<file path="src/rtl/cpu_pkg.sv">
// Shared CPU definitions used by the multiply/HI-LO sequencer.
//   DATA_W        : datapath width of HI, LO and each multiply operand
//   OP_*          : 2-bit multiply-unit operation codes from the execute stage
//   ST_*          : multiply sequencer state encodings
package cpu_pkg;

   localparam int unsigned DATA_W = 24;

   localparam logic [1:0] OP_MULU = 2'b00;  // unsigned multiply
   localparam logic [1:0] OP_MUL  = 2'b01;  // signed two's complement multiply
   localparam logic [1:0] OP_MTHI = 2'b10;  // direct write of HI
   localparam logic [1:0] OP_MTLO = 2'b11;  // direct write of LO

   localparam logic [1:0] ST_IDLE    = 2'b00;
   localparam logic [1:0] ST_RUN     = 2'b01;
   // The capture step is the single RUN edge where the counter reaches 0.
   // The state register passes straight through it back to IDLE.
   localparam logic [1:0] ST_CAPTURE = 2'b10;

endpackage

</file>
<file path="src/rtl/mul.sv">
// Combinational unsigned multiplier array. It is a multicycle path, so the
// sequencer holds its inputs stable for several cycles before sampling prod.
//   a    : operand A (unsigned)
//   b    : operand B (unsigned)
//   prod : full-width unsigned product a*b
module mul #(
   parameter int unsigned W = 24
) (
   input  logic [W-1:0]   a,
   input  logic [W-1:0]   b,
   output logic [2*W-1:0] prod
);

   assign prod = {{W{1'b0}}, a} * {{W{1'b0}}, b};

endmodule

</file>
<file path="src/rtl/mul_hilo_unit.sv">
// Multi-cycle multiply sequencer with HI/LO result registers.
// Latches operand magnitudes on a start request, holds them stable for
// MUL_CYCLES cycles while the combinational array settles, then writes the
// sign-corrected product into HI (upper half) and LO (lower half).
//   clk   : system clock, rising edge
//   reset : asynchronous active-high reset
//   start : request strobe, honoured only when not busy
//   op    : MULU / MUL / MTHI / MTLO
//   a, b  : operands; a is also the MTHI/MTLO write data
//   busy  : multiply in flight, stalls the core
//   done  : one-cycle pulse when HI/LO hold a new product
//   hi,lo : HI/LO registers
module mul_hilo_unit #(
   parameter int unsigned DATA_W     = cpu_pkg::DATA_W,
   parameter int unsigned MUL_CYCLES = 4
) (
   input  logic              clk,
   input  logic              reset,
   input  logic              start,
   input  logic [1:0]        op,
   input  logic [DATA_W-1:0] a,
   input  logic [DATA_W-1:0] b,
   output logic              busy,
   output logic              done,
   output logic [DATA_W-1:0] hi,
   output logic [DATA_W-1:0] lo
);

   import cpu_pkg::*;

   localparam int unsigned CNT_W = 4;

   logic [1:0]          state_q, state_d;
   logic [CNT_W-1:0]    cnt_q, cnt_d;
   logic [DATA_W-1:0]   opa_q, opa_d;
   logic [DATA_W-1:0]   opb_q, opb_d;
   logic                neg_q, neg_d;
   logic [DATA_W-1:0]   hi_q, hi_d;
   logic [DATA_W-1:0]   lo_q, lo_d;
   logic                done_q, done_d;

   logic [2*DATA_W-1:0] prod;
   logic [2*DATA_W-1:0] result;
   logic                is_signed;
   logic                a_neg;
   logic                b_neg;

   mul #(
      .W (DATA_W)
   ) u_mul (
      .a    (opa_q),
      .b    (opb_q),
      .prod (prod)
   );

   // Sign magnitudes are only taken for MUL; MULU latches the raw bits.
   assign is_signed = (op == OP_MUL);
   assign a_neg     = is_signed & a[DATA_W-1];
   assign b_neg     = is_signed & b[DATA_W-1];

   // 0x800000 negates to itself, which read as unsigned is the right magnitude.
   assign result = neg_q ? (~prod + 1'b1) : prod;

   always_comb begin
      state_d = state_q;
      cnt_d   = cnt_q;
      opa_d   = opa_q;
      opb_d   = opb_q;
      neg_d   = neg_q;
      hi_d    = hi_q;
      lo_d    = lo_q;
      done_d  = 1'b0;

      case (state_q)
         ST_IDLE: begin
            if (start) begin
               case (op)
                  OP_MULU, OP_MUL: begin
                     opa_d   = a_neg ? (~a + 1'b1) : a;
                     opb_d   = b_neg ? (~b + 1'b1) : b;
                     neg_d   = a_neg ^ b_neg;
                     cnt_d   = CNT_W'(MUL_CYCLES - 1);
                     state_d = ST_RUN;
                  end
                  OP_MTHI: hi_d = a;
                  OP_MTLO: lo_d = a;
                  default: ;
               endcase
            end
         end
         ST_RUN: begin
            // Requests arriving here are dropped: the core is stalled on busy.
            if (cnt_q == '0) begin
               hi_d    = result[2*DATA_W-1:DATA_W];
               lo_d    = result[DATA_W-1:0];
               done_d  = 1'b1;
               state_d = ST_IDLE;
            end else begin
               cnt_d = cnt_q - 1'b1;
            end
         end
         default: state_d = ST_IDLE;
      endcase
   end

   always_ff @(posedge clk or posedge reset) begin
      if (reset) begin
         state_q <= ST_IDLE;
         cnt_q   <= '0;
         opa_q   <= '0;
         opb_q   <= '0;
         neg_q   <= 1'b0;
         hi_q    <= '0;
         lo_q    <= '0;
         done_q  <= 1'b0;
      end else begin
         state_q <= state_d;
         cnt_q   <= cnt_d;
         opa_q   <= opa_d;
         opb_q   <= opb_d;
         neg_q   <= neg_d;
         hi_q    <= hi_d;
         lo_q    <= lo_d;
         done_q  <= done_d;
      end
   end

   assign busy = (state_q == ST_RUN);
   assign done = done_q;
   assign hi   = hi_q;
   assign lo   = lo_q;

endmodule

</file>
<file path="config.mk">
export PLATFORM = sky130hd
export DESIGN_NAME = mul_hilo_unit
export DESIGN_NICKNAME = d
export VERILOG_FILES = /design/src/rtl/cpu_pkg.sv /design/src/rtl/mul.sv /design/src/rtl/mul_hilo_unit.sv
export SDC_FILE = /design/constraint.sdc
export NUM_CORES = 2
export LEC_CHECK = 0
export CAP_MARGIN = 0
export CORE_MARGIN = 5
export CORE_UTILIZATION = 40
export CTS_BUF_LIST = sky130_fd_sc_hd__clkbuf_4
export CTS_CLUSTER_SIZE = 40
export DETAILED_ROUTE_END_ITERATION = 7
export PLACE_DENSITY_LB_ADDON = 0.3
export SLEW_MARGIN = 10
export SYNTH_ARGS = -nofsm -noshare
export SYNTH_HDL_FRONTEND = slang
export SYNTH_SLANG_ARGS = --single-unit
</file>
<file path="constraint.sdc">
create_clock -name clk -period 9.1 [get_ports clk]
set_input_delay 2.73 -clock clk [delete_from_list [all_inputs] [get_ports clk]]
set_output_delay 2.73 -clock clk [all_outputs]
set_load 0.01 [all_outputs]
</file>
Word-level counts from Yosys, hierarchy flattened
Cells that the tools add are included.

word-level totals
  bits of input ports = 53
  output and inout port bits = 50
  flip-flop bits (word level) = 104
  word-level logic and storage cells = 60

cells by class
  reduce and logical (&&, ||, !) cells = 10
  bitwise gates (word level) = 6
  $mul = 1
  mux-type cells = 21
  eq/ne operators = 10
  $add $sub $neg = 4

operators by type and width
  cell                   count
  $mux 24                8
  $pmux 24 s2            2
  $add 24x1->24 const B  2
  $add 48x1->48 const B  1
  $mul 24x24->48         1
  $mux 48                1
  $not 24->24            2
  $not 48->48            1
  $mux 4                 3
  $reduce_and 4->1       3
  $ne 2x1->1 const B     4
  $pmux 4 s2             1
  $mux 2                 3
  $reduce_and 3->1       2
  $eq 2x1->1 const B     2
  $eq 2x2->1 const B     2
  $logic_not 2->1        2
  $logic_not 4->1        1
  $ne 2x2->1 const B     2
  $pmux 2 s2             1
  $sub 4x1->4 const B    1
  $and 1x1->1            2
  $mux 1                 2
  $reduce_bool 2->1      1
  other kinds (2)        2

Longest topological paths before layout
  depth in word-level cells = 6
  depth in mapped cells = 30
  mapped depth without buffers = 27

Modules after synthesis
A second synthesis with hierarchy kept.

second synthesis, totals
  cell total of the unflattened synthesis = 2900
  area, all modules = 25356.8 µm²

by module, submodules not included
  module         instances  sequential area each (µm²)  cells an instance  area each (µm²)
  mul            1          0.0                         2200               19190.9
  mul_hilo_unit  1          2577.5                      700                6165.9

Least setup slack after synthesis
OpenSTA, ideal clock, no wires.

  path type = reg-to-reg
  start = register opb_q[3]
  end = register hi_q[20] (netlist: hi[20])
  buffers on the path = 3
  arrival = 7.697 ns
  cell stages (with the launch flop) = 29
  clock period less this slack = 7.823 ns
  setup time = 0.126 ns
  setup slack = 1.277 ns
  data required time = 8.974 ns
  path through = dfrtp_1 -> clkbuf_1 -> clkbuf_1 -> nand2_1 -> fa_1 -> inv_1 -> fa_1 -> inv_1 -> fa_1 -> fa_1 -> inv_1 -> fa_1 -> fa_1 -> inv_1 -> fa_1 -> inv_1 -> ha_1 -> buf_2 -> a21oi_2 -> o21ai_2 -> or4_1 -> o211ai_1 -> or3_1 -> nand4bb_4 -> nor4_4 -> or4b_4 -> o31ai_1 -> xor2_1 -> a221o_1

between the ends
  cells in the longest elaborated chain, start to end = 6

RTL lines
  what                    RTL line              text
  from (decl)             mul_hilo_unit.sv:36   logic [DATA_W-1:0] opb_q, opb_d;
  from (signal assigned)  mul_hilo_unit.sv:120  opb_q <= opb_d;
  $mul 24x24->48 *        mul.sv:14             assign prod = {{W{1'b0}}, a} * {{W{1'b0}}, b};
  $not 48->48             mul_hilo_unit.sv:62   assign result = neg_q ? (~prod + 1'b1) : prod;
  $add 48x1->48           mul_hilo_unit.sv:62
  $mux 48 *               mul_hilo_unit.sv:62
  $mux 24 *               mul_hilo_unit.sv:93   if (cnt_q == '0) begin
  $pmux 24 s2 *           mul_hilo_unit.sv:74   case (state_q)
  to (signal assigned)    mul_hilo_unit.sv:122  hi_q <= hi_d;
  to (decl)               mul_hilo_unit.sv:38   logic [DATA_W-1:0] hi_q, hi_d;

Every way passes the cells marked *; elsewhere a longest branch is shown, timed or not. The select of a mux whose other input is x is not followed.
A chain may end at the register's enable or synchronous reset.

Worst setup path after layout
  start = register opa_q[17]
  end = register hi_q[23] (netlist: hi[23])

between the ends
  cells in the longest elaborated chain, start to end = 6

RTL lines
  what                    RTL line              text
  from (decl)             mul_hilo_unit.sv:35   logic [DATA_W-1:0] opa_q, opa_d;
  from (signal assigned)  mul_hilo_unit.sv:119  opa_q <= opa_d;
  $mul 24x24->48 *        mul.sv:14
  $not 48->48             mul_hilo_unit.sv:62
  $add 48x1->48           mul_hilo_unit.sv:62
  $mux 48 *               mul_hilo_unit.sv:62
  $mux 24 *               mul_hilo_unit.sv:93
  $pmux 24 s2 *           mul_hilo_unit.sv:74

Marks and branches as above.

==> impl_results.md <==
- Yosys top cell area share: 37.1%
- # fillers: approximately 6500
- Register-to-Register Setup Slack: 500 ps
- Finish-stage setup viols: 0
- Clock Pin Slew Worst Setup and Hold Paths: 200 ps
- Netlist Area Pre-Place: roughly 26000 um^2
- Post-Synth Adder-Cell Area: 45.7%
- Max-capacitance violation count: 0
- Asr flop ratio synth: 100%
- Nets: between 3000 and 4000
- Worst-Skew Late Latency: 540 ps
- Synth Flop Type: dfrtp_1
- Status: complete, no violations
- Mux contribution to synthesized area: less than 1%
- Synth Area in Compound Gates: 10.5%
- Most frequent cells in the layout: inv_1 (584), fa_1 (482), nand2_1 (408)
- Hold Crit Start: hi[7]
- Fin crit share: 94.5%
- Worst min path class: reg2reg
- I/O pin total: 103
- Largest net degree at the start of global routing: 77
- DRT Pass-1 Iters: 5
- Worst r2r dst: hi[23]
- DR iter-0 viols: approximately 1500
- Total track usage: a little over a fifth
- Die height: roughly 270 um
- YS warnings: 0
- Req. time, crit path: 9550 ps
- DRC viols: 0
- WHS: approximately 510 ps
- Port Buffers: 102
- FF-to-FF path depth: 24
- Startpoint types: flip-flop
- Area Overhead vs Synth: 8.18%
- Die Wd: 265 um
- Synth top area cells: fa_1 (37%), dfrtp_1 (9.9%), ha_1 (8.6%)
- Fmax achieved: 116 MHz
- XOR/XNOR Fraction of Synth Area: approximately 3.6%
- Vias per inst: 5.21
- Final Skew: 20.2 ps
- Syn Area/Cell: 8.58 um^2
- Placement row count: 93
- Critical path class: reg2reg
- Hpwl dp: 61300 um
- Final hold violations: 0
- Post-cts sizing count: 0
- Largest family of logic cells by synthesized area: adder cells
- Detailed Route WL: ~74000 um
- Post-layout min period: around 8600 ps
- Clk buf depth: 2
- Buffers & Inverters on Critical Path: 5
- ANT nets after route: 0
- Cell mode on critical path: fa_1
- Core Area: approximately 64000 um^2
- Vias after detailed routing: around 20000
- Post-synth EDFFs: 0
- Hold Crit Endpoint: hi[7]
- Cell taking the most area after synthesis: fa_1
- Fin. max-slew vios: 0
- RSZ-0062 raised after global routing: false
- Root Driver: clkbuf_4
- Slew @ Worst Pin: about 1200 ps
- CTS tree: yes
- WL/cell: 18.8 um
- # hold bufs at CTS: 0
- Crit path max-delay family: adder cells
- Initial core utilization: a little over 40%
- Simple-gate portion of the synthesized area: 19.0%
- CP Max Fanout: 17
- TNS Setup: 0 ps
- Critical-path top delay cell: dfrtp_1
- Global placer's final weighted congestion: between 0.8 and 0.9
- # clock sinks: 103
- Most common cell after layout, fill and taps aside: inv_1
- Hold path cells: 1
- Max transition margin: 16.2%
- Flops & latches, synth: 103
- Synth Instances: 3034
- Initial antenna violation count: 3
- Via count of the first global-routing pass: 21300
- Worst r2r src: opa_q[17]
- Die area: 70300 um^2
- Syn Nets: 3748
- TritonCTS Buffers: 9
- Synth cell types: 86
- H-tree Lvls: 3
- Crit end category: flip-flop
- First-pass GRT wire length: around 120000 um
- Sequential fraction of the synthesis area: 9.90%
- Critical Path AT: 9050 ps
- Largest stage delay, worst path: between 900 and 1000 ps
- Layout cells sized above 1: approximately 4.2%
- Crit-path cells: nand2_1, fa_1, inv_1, fa_1, inv_1, fa_1, fa_1, inv_1, fa_1, fa_1, inv_1, fa_1, inv_1, ha_1, nand4_1, nor3_1, o211ai_1, a211oi_1, o21a_1, o221a_2, nand4_1, or4b_1, mux2i_1, nand2_1
- Setup Buffers After CTS: 0
- Total grt overflow: 0
==> worst max-delay path by stage <==
stage	endpoint	from	slack (ps)	cells past startpoint
2_1_floorplan	hi[20]	opb_q[3]	1280	28
3_3_place_gp	hi[20]	opa_q[15]	500	26
3_5_place_dp	hi[20]	opa_q[14]	450	26
4_1_cts	hi[20]	opa_q[14]	400	26
5_1_grt	hi[23]	opa_q[17]	50	26
6_report	hi[23]	opa_q[17]	500	24
==> kinds of logic after synthesis <==
family          after synthesis
fa+ha+maj                   661
flops                       103
compound gates              412
buf+inv                     748
xor+xnor                    104
simple gates                993
mux                          13
==> cells in the mapped netlist, drive strengths merged, types with 4 or more instances <==
cell type,number
inv,585
fa,482
nand2,408
and2,294
ha,179
clkbuf,144
nor2,134
a21oi,125
dfrtp,103
o21ai,93
xnor2,55
xor2,49
a21o,42
a211oi,29
nand3,25
nor3,24
nand4,20
buf,19
o211ai,19
o31ai,18
o21a,15
or3,15
nor4,13
a221oi,12
a31oi,10
and4,9
mux2i,8
or4,8
nand3b,7
and3,6
nand2b,6
o211a,6
o21bai,6
o41ai,6
or2,6
mux2,5
nor3b,4
==> registers in the layout, indices dropped and copies added, names as in the netlist <==
register / flops
cnt_q: 4
done: 1
hi: 24
lo: 24
neg_q: 1
opa_q: 24
opb_q: 24
state_q: 1
==> worst reg2reg max path, cell delays in order, from the launching register on <==
cell	delay, ps
dfrtp_1	980
nand2_1	190
fa_1	580
inv_1	60
fa_1	500
inv_1	70
fa_1	450
fa_1	540
inv_1	50
fa_1	440
fa_1	540
inv_1	60
fa_1	480
inv_1	40
ha_1	540
nand4_1	220
nor3_1	360
o211ai_1	330
a211oi_1	650
o21a_1	240
o221a_2	240
nand4_1	160
or4b_1	570
mux2i_1	170
nand2_1	60
==> per-layer routing <==
layer | vias to the layer above | wire (um) | track usage (%)
li1 | 9417 | - | -
met1 | 10200 | 34300 | 32.0
met2 | 682 | 33000 | 33.7
met3 | 89 | 5150 | 2.81
met4 | 0 | 1170 | 3.54
met5 | - | 0 | 0
==> area by class of cell <==
cell class / count / area (um^2) / area share [%]
antenna: 5 / 12.5 / 0.0444
clock buffer: 9 / 67.6 / 0.240
clock inverter: 7 / 78.8 / 0.280
inverter: 585 / 2200 / 7.80
multi-input combinational: 2183 / 20600 / 73.3
sequential: 103 / 2580 / 9.17
tap: 855 / 1070 / 3.80
timing repair buffer: 167 / 1520 / 5.40
==> through the flow <==
| stage | cell area (um^2) | cells | setup slack (ps) | util, % |
|---|---|---|---|---|
| after floorplan | 26000 | 3034 | 1280 | - |
| after global placement | 28000 | 3893 | 498 | 43.4 |
| after detailed placement | 28000 | 3893 | 450 | 43.4 |
| after CTS | 28200 | 3909 | 402 | 43.7 |
| after global routing | 28200 | 3914 | 50.4 | 43.7 |
| final | 28200 | 3914 | 502 | 43.7 |
Power is left out: the tool's default activity adds up to more than one toggle a clock period on the data nets, which glitch-free logic cannot reach.
